File: src/rtl/bypass_scoreboard_if.sv
// ID-stage bundle between the pipeline and the bypass scoreboard.
// Valid semantics: id_valid qualifies the ID fields; stall/md_busy are the only back-pressure.
interface bypass_scoreboard_if #(
    parameter int NRD = 2,
    parameter int DW  = 32
);
    logic                id_valid;
    logic [NRD-1:0]      id_use;
    logic [NRD*5-1:0]    id_rs;
    logic [NRD*DW-1:0]   id_rfout;
    logic                id_wr_en;
    logic [4:0]          id_wr_reg;
    logic [1:0]          id_regsrc;
    logic [DW-1:0]       id_pc;
    logic                flush;
    logic [DW-1:0]       ex_alu_result;
    logic [DW-1:0]       mem_rdata;
    logic [DW-1:0]       md_result;
    logic [NRD*DW-1:0]   id_fwd_data;
    logic                stall;
    logic                md_busy;

    modport master (
        output id_valid, id_use, id_rs, id_rfout, id_wr_en, id_wr_reg,
               id_regsrc, id_pc, flush, ex_alu_result, mem_rdata, md_result,
        input  id_fwd_data, stall, md_busy
    );

    modport slave (
        input  id_valid, id_use, id_rs, id_rfout, id_wr_en, id_wr_reg,
               id_regsrc, id_pc, flush, ex_alu_result, mem_rdata, md_result,
        output id_fwd_data, stall, md_busy
    );
endinterface

File: src/rtl/bypass_scoreboard.sv
// Tracks in-flight register writers (EX..WB) and forwards/stalls ID operands.
// Entry 0 is EX; a multiply/divide parks in EX and freezes the tracker.
module bypass_scoreboard #(
    parameter int NRD    = 2,
    parameter int DEPTH  = 3,
    parameter int DW     = 32,
    parameter int MD_LAT = 4
) (
    input logic               clk,
    input logic               rstn,
    bypass_scoreboard_if.slave sb
);
    localparam int CW = $clog2(MD_LAT + 1);

    localparam logic [1:0] SRC_ALU  = 2'b00;
    localparam logic [1:0] SRC_DMEM = 2'b01;
    localparam logic [1:0] SRC_PC4  = 2'b10;
    localparam logic [1:0] SRC_MD   = 2'b11;

    logic          valid_q [DEPTH];
    logic [4:0]    dest_q  [DEPTH];
    logic [1:0]    src_q   [DEPTH];
    logic          rdy_q   [DEPTH];
    logic [DW-1:0] val_q   [DEPTH];
    logic [CW-1:0] md_cnt_q;

    logic          valid_d [DEPTH];
    logic [4:0]    dest_d  [DEPTH];
    logic [1:0]    src_d   [DEPTH];
    logic          rdy_d   [DEPTH];
    logic [DW-1:0] val_d   [DEPTH];
    logic [CW-1:0] md_cnt_d;

    logic [NRD-1:0] hit;
    logic [NRD-1:0] hit_rdy;
    logic [DW-1:0]  hit_val [NRD];
    logic [NRD-1:0] port_stall;
    logic           md_busy;
    logic           stall;
    logic           ins;

    // Lookup sees registered state only; the loop runs oldest-to-youngest
    // so the youngest matching producer overrides older ones.
    always_comb begin
        for (int k = 0; k < NRD; k++) begin
            hit[k]     = 1'b0;
            hit_rdy[k] = 1'b0;
            hit_val[k] = '0;
            for (int i = DEPTH - 1; i >= 0; i--) begin
                if (valid_q[i] && (dest_q[i] != 5'd0) &&
                    (dest_q[i] == sb.id_rs[k*5 +: 5])) begin
                    hit[k]     = 1'b1;
                    hit_rdy[k] = rdy_q[i];
                    hit_val[k] = val_q[i];
                end
            end
            port_stall[k] = sb.id_use[k] & hit[k] & ~hit_rdy[k];
        end
    end

    always_comb begin
        sb.id_fwd_data = sb.id_rfout;
        for (int k = 0; k < NRD; k++) begin
            if (hit[k] && sb.id_use[k]) begin
                sb.id_fwd_data[k*DW +: DW] = hit_val[k];
            end
        end
    end

    assign md_busy    = valid_q[0] && (src_q[0] == SRC_MD) && (md_cnt_q != '0);
    assign stall      = md_busy | (sb.id_valid & (|port_stall));
    assign sb.md_busy = md_busy;
    assign sb.stall   = stall;

    assign ins = sb.id_valid & sb.id_wr_en & ~stall & ~sb.flush &
                 (sb.id_wr_reg != 5'd0);

    always_comb begin
        for (int i = 0; i < DEPTH; i++) begin
            valid_d[i] = valid_q[i];
            dest_d[i]  = dest_q[i];
            src_d[i]   = src_q[i];
            rdy_d[i]   = rdy_q[i];
            val_d[i]   = val_q[i];
        end
        md_cnt_d = md_cnt_q;

        if (md_busy) begin
            // Frozen: only the EX-resident mul/div counts down and captures.
            md_cnt_d = md_cnt_q - CW'(1);
            if (md_cnt_q == CW'(1)) begin
                val_d[0] = sb.md_result;
                rdy_d[0] = 1'b1;
            end
        end else begin
            for (int i = 1; i < DEPTH; i++) begin
                valid_d[i] = valid_q[i-1];
                dest_d[i]  = dest_q[i-1];
                src_d[i]   = src_q[i-1];
                rdy_d[i]   = rdy_q[i-1];
                val_d[i]   = val_q[i-1];
            end
            if (valid_q[0] && (src_q[0] == SRC_ALU)) begin
                val_d[1] = sb.ex_alu_result;
                rdy_d[1] = 1'b1;
            end
            if (valid_q[1] && (src_q[1] == SRC_DMEM)) begin
                val_d[2] = sb.mem_rdata;
                rdy_d[2] = 1'b1;
            end

            valid_d[0] = ins;
            dest_d[0]  = ins ? sb.id_wr_reg : 5'd0;
            src_d[0]   = ins ? sb.id_regsrc : 2'b00;
            rdy_d[0]   = ins && (sb.id_regsrc == SRC_PC4);
            val_d[0]   = (ins && (sb.id_regsrc == SRC_PC4)) ? (sb.id_pc + DW'(4)) : '0;
            md_cnt_d   = (ins && (sb.id_regsrc == SRC_MD)) ? CW'(MD_LAT) : '0;
        end
    end

    always_ff @(posedge clk or negedge rstn) begin
        if (!rstn) begin
            for (int i = 0; i < DEPTH; i++) begin
                valid_q[i] <= 1'b0;
                dest_q[i]  <= 5'd0;
                src_q[i]   <= 2'b00;
                rdy_q[i]   <= 1'b0;
                val_q[i]   <= '0;
            end
            md_cnt_q <= '0;
        end else begin
            for (int i = 0; i < DEPTH; i++) begin
                valid_q[i] <= valid_d[i];
                dest_q[i]  <= dest_d[i];
                src_q[i]   <= src_d[i];
                rdy_q[i]   <= rdy_d[i];
                val_q[i]   <= val_d[i];
            end
            md_cnt_q <= md_cnt_d;
        end
    end
endmodule

File: src/flat_wrapper.sv
// flat-port wrapper written by rule: the top's interface ports become plain ports
module bypass_scoreboard_flat 
#(
    parameter int NRD    = 2,
    parameter int DEPTH  = 3,
    parameter int DW     = 32,
    parameter int MD_LAT = 4
)
  (clk, rstn, sb_id_valid, sb_id_use, sb_id_rs, sb_id_rfout, sb_id_wr_en, sb_id_wr_reg, sb_id_regsrc, sb_id_pc, sb_flush, sb_ex_alu_result, sb_mem_rdata, sb_md_result, sb_id_fwd_data, sb_stall, sb_md_busy);
  bypass_scoreboard_if #(.NRD(NRD), .DW(DW)) sb_i ();
  input logic clk;
  input logic rstn;
  input wire logic [$bits(sb_i.id_valid)-1:0] sb_id_valid;
  input wire logic [$bits(sb_i.id_use)-1:0] sb_id_use;
  input wire logic [$bits(sb_i.id_rs)-1:0] sb_id_rs;
  input wire logic [$bits(sb_i.id_rfout)-1:0] sb_id_rfout;
  input wire logic [$bits(sb_i.id_wr_en)-1:0] sb_id_wr_en;
  input wire logic [$bits(sb_i.id_wr_reg)-1:0] sb_id_wr_reg;
  input wire logic [$bits(sb_i.id_regsrc)-1:0] sb_id_regsrc;
  input wire logic [$bits(sb_i.id_pc)-1:0] sb_id_pc;
  input wire logic [$bits(sb_i.flush)-1:0] sb_flush;
  input wire logic [$bits(sb_i.ex_alu_result)-1:0] sb_ex_alu_result;
  input wire logic [$bits(sb_i.mem_rdata)-1:0] sb_mem_rdata;
  input wire logic [$bits(sb_i.md_result)-1:0] sb_md_result;
  output wire logic [$bits(sb_i.id_fwd_data)-1:0] sb_id_fwd_data;
  output wire logic [$bits(sb_i.stall)-1:0] sb_stall;
  output wire logic [$bits(sb_i.md_busy)-1:0] sb_md_busy;
  assign sb_i.id_valid = sb_id_valid;
  assign sb_i.id_use = sb_id_use;
  assign sb_i.id_rs = sb_id_rs;
  assign sb_i.id_rfout = sb_id_rfout;
  assign sb_i.id_wr_en = sb_id_wr_en;
  assign sb_i.id_wr_reg = sb_id_wr_reg;
  assign sb_i.id_regsrc = sb_id_regsrc;
  assign sb_i.id_pc = sb_id_pc;
  assign sb_i.flush = sb_flush;
  assign sb_i.ex_alu_result = sb_ex_alu_result;
  assign sb_i.mem_rdata = sb_mem_rdata;
  assign sb_i.md_result = sb_md_result;
  assign sb_id_fwd_data = sb_i.id_fwd_data;
  assign sb_stall = sb_i.stall;
  assign sb_md_busy = sb_i.md_busy;
  bypass_scoreboard #(.NRD(NRD), .DEPTH(DEPTH), .DW(DW), .MD_LAT(MD_LAT)) u_core (.clk(clk), .rstn(rstn), .sb(sb_i));
endmodule
File: config.mk
export PLATFORM = sky130hd
export DESIGN_NAME = bypass_scoreboard_flat
export DESIGN_NICKNAME = d
export VERILOG_FILES = /design/src/rtl/bypass_scoreboard_if.sv /design/src/rtl/bypass_scoreboard.sv /design/src/flat_wrapper.sv
export SDC_FILE = /design/constraint.sdc
export NUM_CORES = 1
export LEC_CHECK = 0
export BUFFER_PORTS_ARGS = -buffer_cell sky130_fd_sc_hd__buf_4
export CORE_ASPECT_RATIO = 0.75
export CORE_MARGIN = 2
export CORE_UTILIZATION = 40
export CTS_CLUSTER_SIZE = 10
export DETAILED_ROUTE_END_ITERATION = 12
export GPL_TIMING_DRIVEN = 1
export PLACE_DENSITY = 0.68
export SLEW_MARGIN = 20
export SYNTH_ARGS = -nofsm -noshare
export SYNTH_HDL_FRONTEND = slang
export SYNTH_SLANG_ARGS = --single-unit
File: constraint.sdc
create_clock -name clk -period 2.8 [get_ports clk]
set_clock_uncertainty 0.05 [all_clocks]
set_input_delay 0.56 -clock clk [delete_from_list [all_inputs] [get_ports clk]]
set_output_delay 0.56 -clock clk [all_outputs]
set_load 0.02 [all_outputs]
==> flow_summary.ini <==
[status]
status = complete, but fails checks
violations = negative setup slack

[logic_synthesis]
synth_seq_cells = 124
synth_ff_type = dfrtp_1
yosysMostFrequentCell = o21ai_0
yosys-top-cells-area = dfrtp_1 (37%), o21ai_0 (12%), nand2_1 (8.4%)
async_flop_share = 1.00
synth_cell_types = 44
yosys-top-cells-count = o21ai_0 (200), nand2_1 (185), dfrtp_1 (124)
syn_inst = 987
synth_area_mm2 = 0.00830
syn-num-nets = 1207
ys_seq_area_frac = 0.374
yosysWarnings = 0
synth_edf_count = 0
yosys.area.top_type = dfrtp_1
syn_avg_cell_area_um2 = 8.41
synth_top_area_share = 0.374

[critical_path]
crit_type = flip-flop to output port
critPathLaunchType = flip-flop
slowest_stage = or4_4
cp_max_fo = 5
crit_path_cell_trace = or4_4 > o21ai_4 > buf_6 > buf_6 > nor3_4 > buf_6 > o31ai_4 > buf_12 > buf_12 > clkbuf_16 > nand2_2 > o21ai_2 > buf_6
cp.required_ns = 2.19
end_kind = output port
critPathMostFrequentCell = buf_6
crit_arrival_ns = 2.83
max_stage_delay_ns = 0.55

[layout]
drive_gt1_frac = 0.461
area_growth_pct = 61.3
design_area_mm2 = 0.0134
fillers = 1645
fin_nets = 1553
n_antenna_cell = 0

[flow_run]
max_cap_violations = 0

[floorplanning]
die_area_mm2 = 0.0219
die_x_um = 170
start_util = 0.409
die_h_um = 129
boundaryPins = 282
core-area_mm2 = 0.0203
placementRows = 45

[routing]
viasPerCell = 5.87
ant_nets = 0
route.vias.total = 9413
firstDrtPassIters = 5
drtIter0Drc = 959
drc = 0
drt_wl_total_um = 34500
wire_per_inst_um = 21.5

[sta]
setup_violations = 65
rsz0062_at_grt = yes
post-route-period-util = 1.23
setup_ws_ns = -0.636
hold_viol = 0
slew_headroom = 0.536
worstMarginPinSlew_ns = 0.690
fmax_mhz = 291
slew_viol_final = 0
post-route-min-period_ns = 3.44

[place]
gp_congestion = 0.898
numPortBuffers = 281
hpwl_um = 23600
place_ws_ns = -0.379
place_area_mm2 = 0.0116

[cts]
clk_latency_ns = 0.41
path_clk_slew_ns = 0.06
cts-root-buf = clkbuf_16
numCtsBuffers = 17
cts.htree.levels = 4
cts_sinks = 124
cts.path.max_buffers = 2
cts_tree = done

[pwr]
ir_drop_mv = 0.299
p_leak_nw = 6.25
power_density_mw_per_mm2 = 374
p_total_mw = 5.01

[grt]
antenna_found_initial = 0
grt_max_degree = 69
overflow = 0
use_met2 = 0.482
grt_pass1_wl_um = 50600
track_usage = 0.300
met1_usage = 0.414
grt_pass1_vias = 8880
top_usage_layer = met2
grtUsageMet3 = 0.0738

[min_path]
hp-class = input pin to asynchronous set/reset pin
-- state kept, by name, indices dropped and copies added (netlist names) --
register,count
u_core.dest_q,15
u_core.val_q,96
u_core.src_q,4
u_core.rdy_q,3
u_core.md_cnt_q,3
u_core.valid_q,3
-- report_power, final --
group / internal (mW) / leakage, nW / switching (mW) / total [mW]
registers: 1.84 / 1.70 / 0.0532 / 1.90
logic: 0.450 / 4.26 / 0.377 / 0.827
clock network: 1.45 / 0.288 / 0.836 / 2.29
-- repair_timing --
item,in CTS,in global routing
pin swaps,14,31
resized for setup,137,102
hold buffers,0,0
setup buffers,13,8
cloned,4,8
setup endpoints to repair,70,77
-- layout by cell type (no fill, tap or decap), types with 7 or more instances in the layout --
cell       count
nor2_1        49
nand2_1      149
and3_1         7
nand4_1        7
o22ai_2       19
o21ai_1       17
nand2_4       15
inv_1         14
mux2i_1       68
nand2_2       21
clkbuf_16     23
o21ai_2       97
o21ai_0      110
dfrtp_1      122
buf_6         63
xor2_1        12
nand3_1       17
xnor2_1       41
buf_4        307
o22ai_1       14
buf_12        23
a221o_1       64
-- critical path, delay by kind of cell (launching register included) --
kind | cells | cell delay (ns)
buf+inv | 7 | 0.93
flops | 1 | 0.40
simple gates | 3 | 0.65
compound gates | 3 | 0.43
-- area by class of cell --
class	count	area, µm²	share of cell area
Multi-Input combinational cell	769	5510	0.412
Timing Repair Buffer	406	3780	0.282
Sequential cell	124	3110	0.232
Clock buffer	23	468	0.0350
Tap cell	258	323	0.0241
Clock inverter	9	136	0.0102
Inverter	15	58.8	0.00439
-- through the flow --
stage | cells | hold WS (ns) | utilization | TNS, ns
2_1_floorplan | 987 | 0.214 | - | -0.300
3_3_place_gp | 1540 | 0.397 | 0.572 | -18.64
3_5_place_dp | 1540 | 0.405 | 0.572 | -19.87
4_1_cts | 1588 | 0.0917 | 0.630 | -34.87
5_1_grt | 1604 | 0.114 | 0.660 | -42.62
6_report | 1604 | 0.0684 | 0.660 | -37.93
-- cell families after synthesis --
logic type | share of synthesized area
AOI/OAI and AO/OA | 0.275
and+or+nand+nor | 0.154
DFF | 0.374
buffers and inverters | 0.0469
muxes | 0.0820
xor gates and xnor gates | 0.0612
adders and majority gates | 0.00603
-- routing by layer --
layer	up-vias	wire length, µm
met1	4600	15100
met5	-	0
met4	0	447
li1	4290	-
met3	39	2930
met2	484	16100
-- worst paths after layout --
kind | startpoint | to | slack (ns) | cells past startpoint
max | u_core.dest_q[5]$_DFFE_PN0N_ | sb_id_fwd_data[3] | -0.64 | 13
min reg2reg | u_core.md_cnt_q[0]$_DFF_PN0_ | u_core.md_cnt_q[0]$_DFF_PN0_ | 0.42 | 1
min in group clk | sb_id_pc[2] | u_core.val_q[66]$_DFFE_PN0P_ | 0.35 | 2
min | rstn | u_core.valid_q[0]$_DFFE_PN0N_ | 0.07 | 1
max in group asynchronous | rstn | u_core.dest_q[11]$_DFFE_PN0N_ | 1.89 | 2
max reg2reg | u_core.dest_q[9]$_DFFE_PN0N_ | u_core.dest_q[11]$_DFFE_PN0N_ | 0.04 | 11
Note: power is estimated with default switching activity, not from simulation.
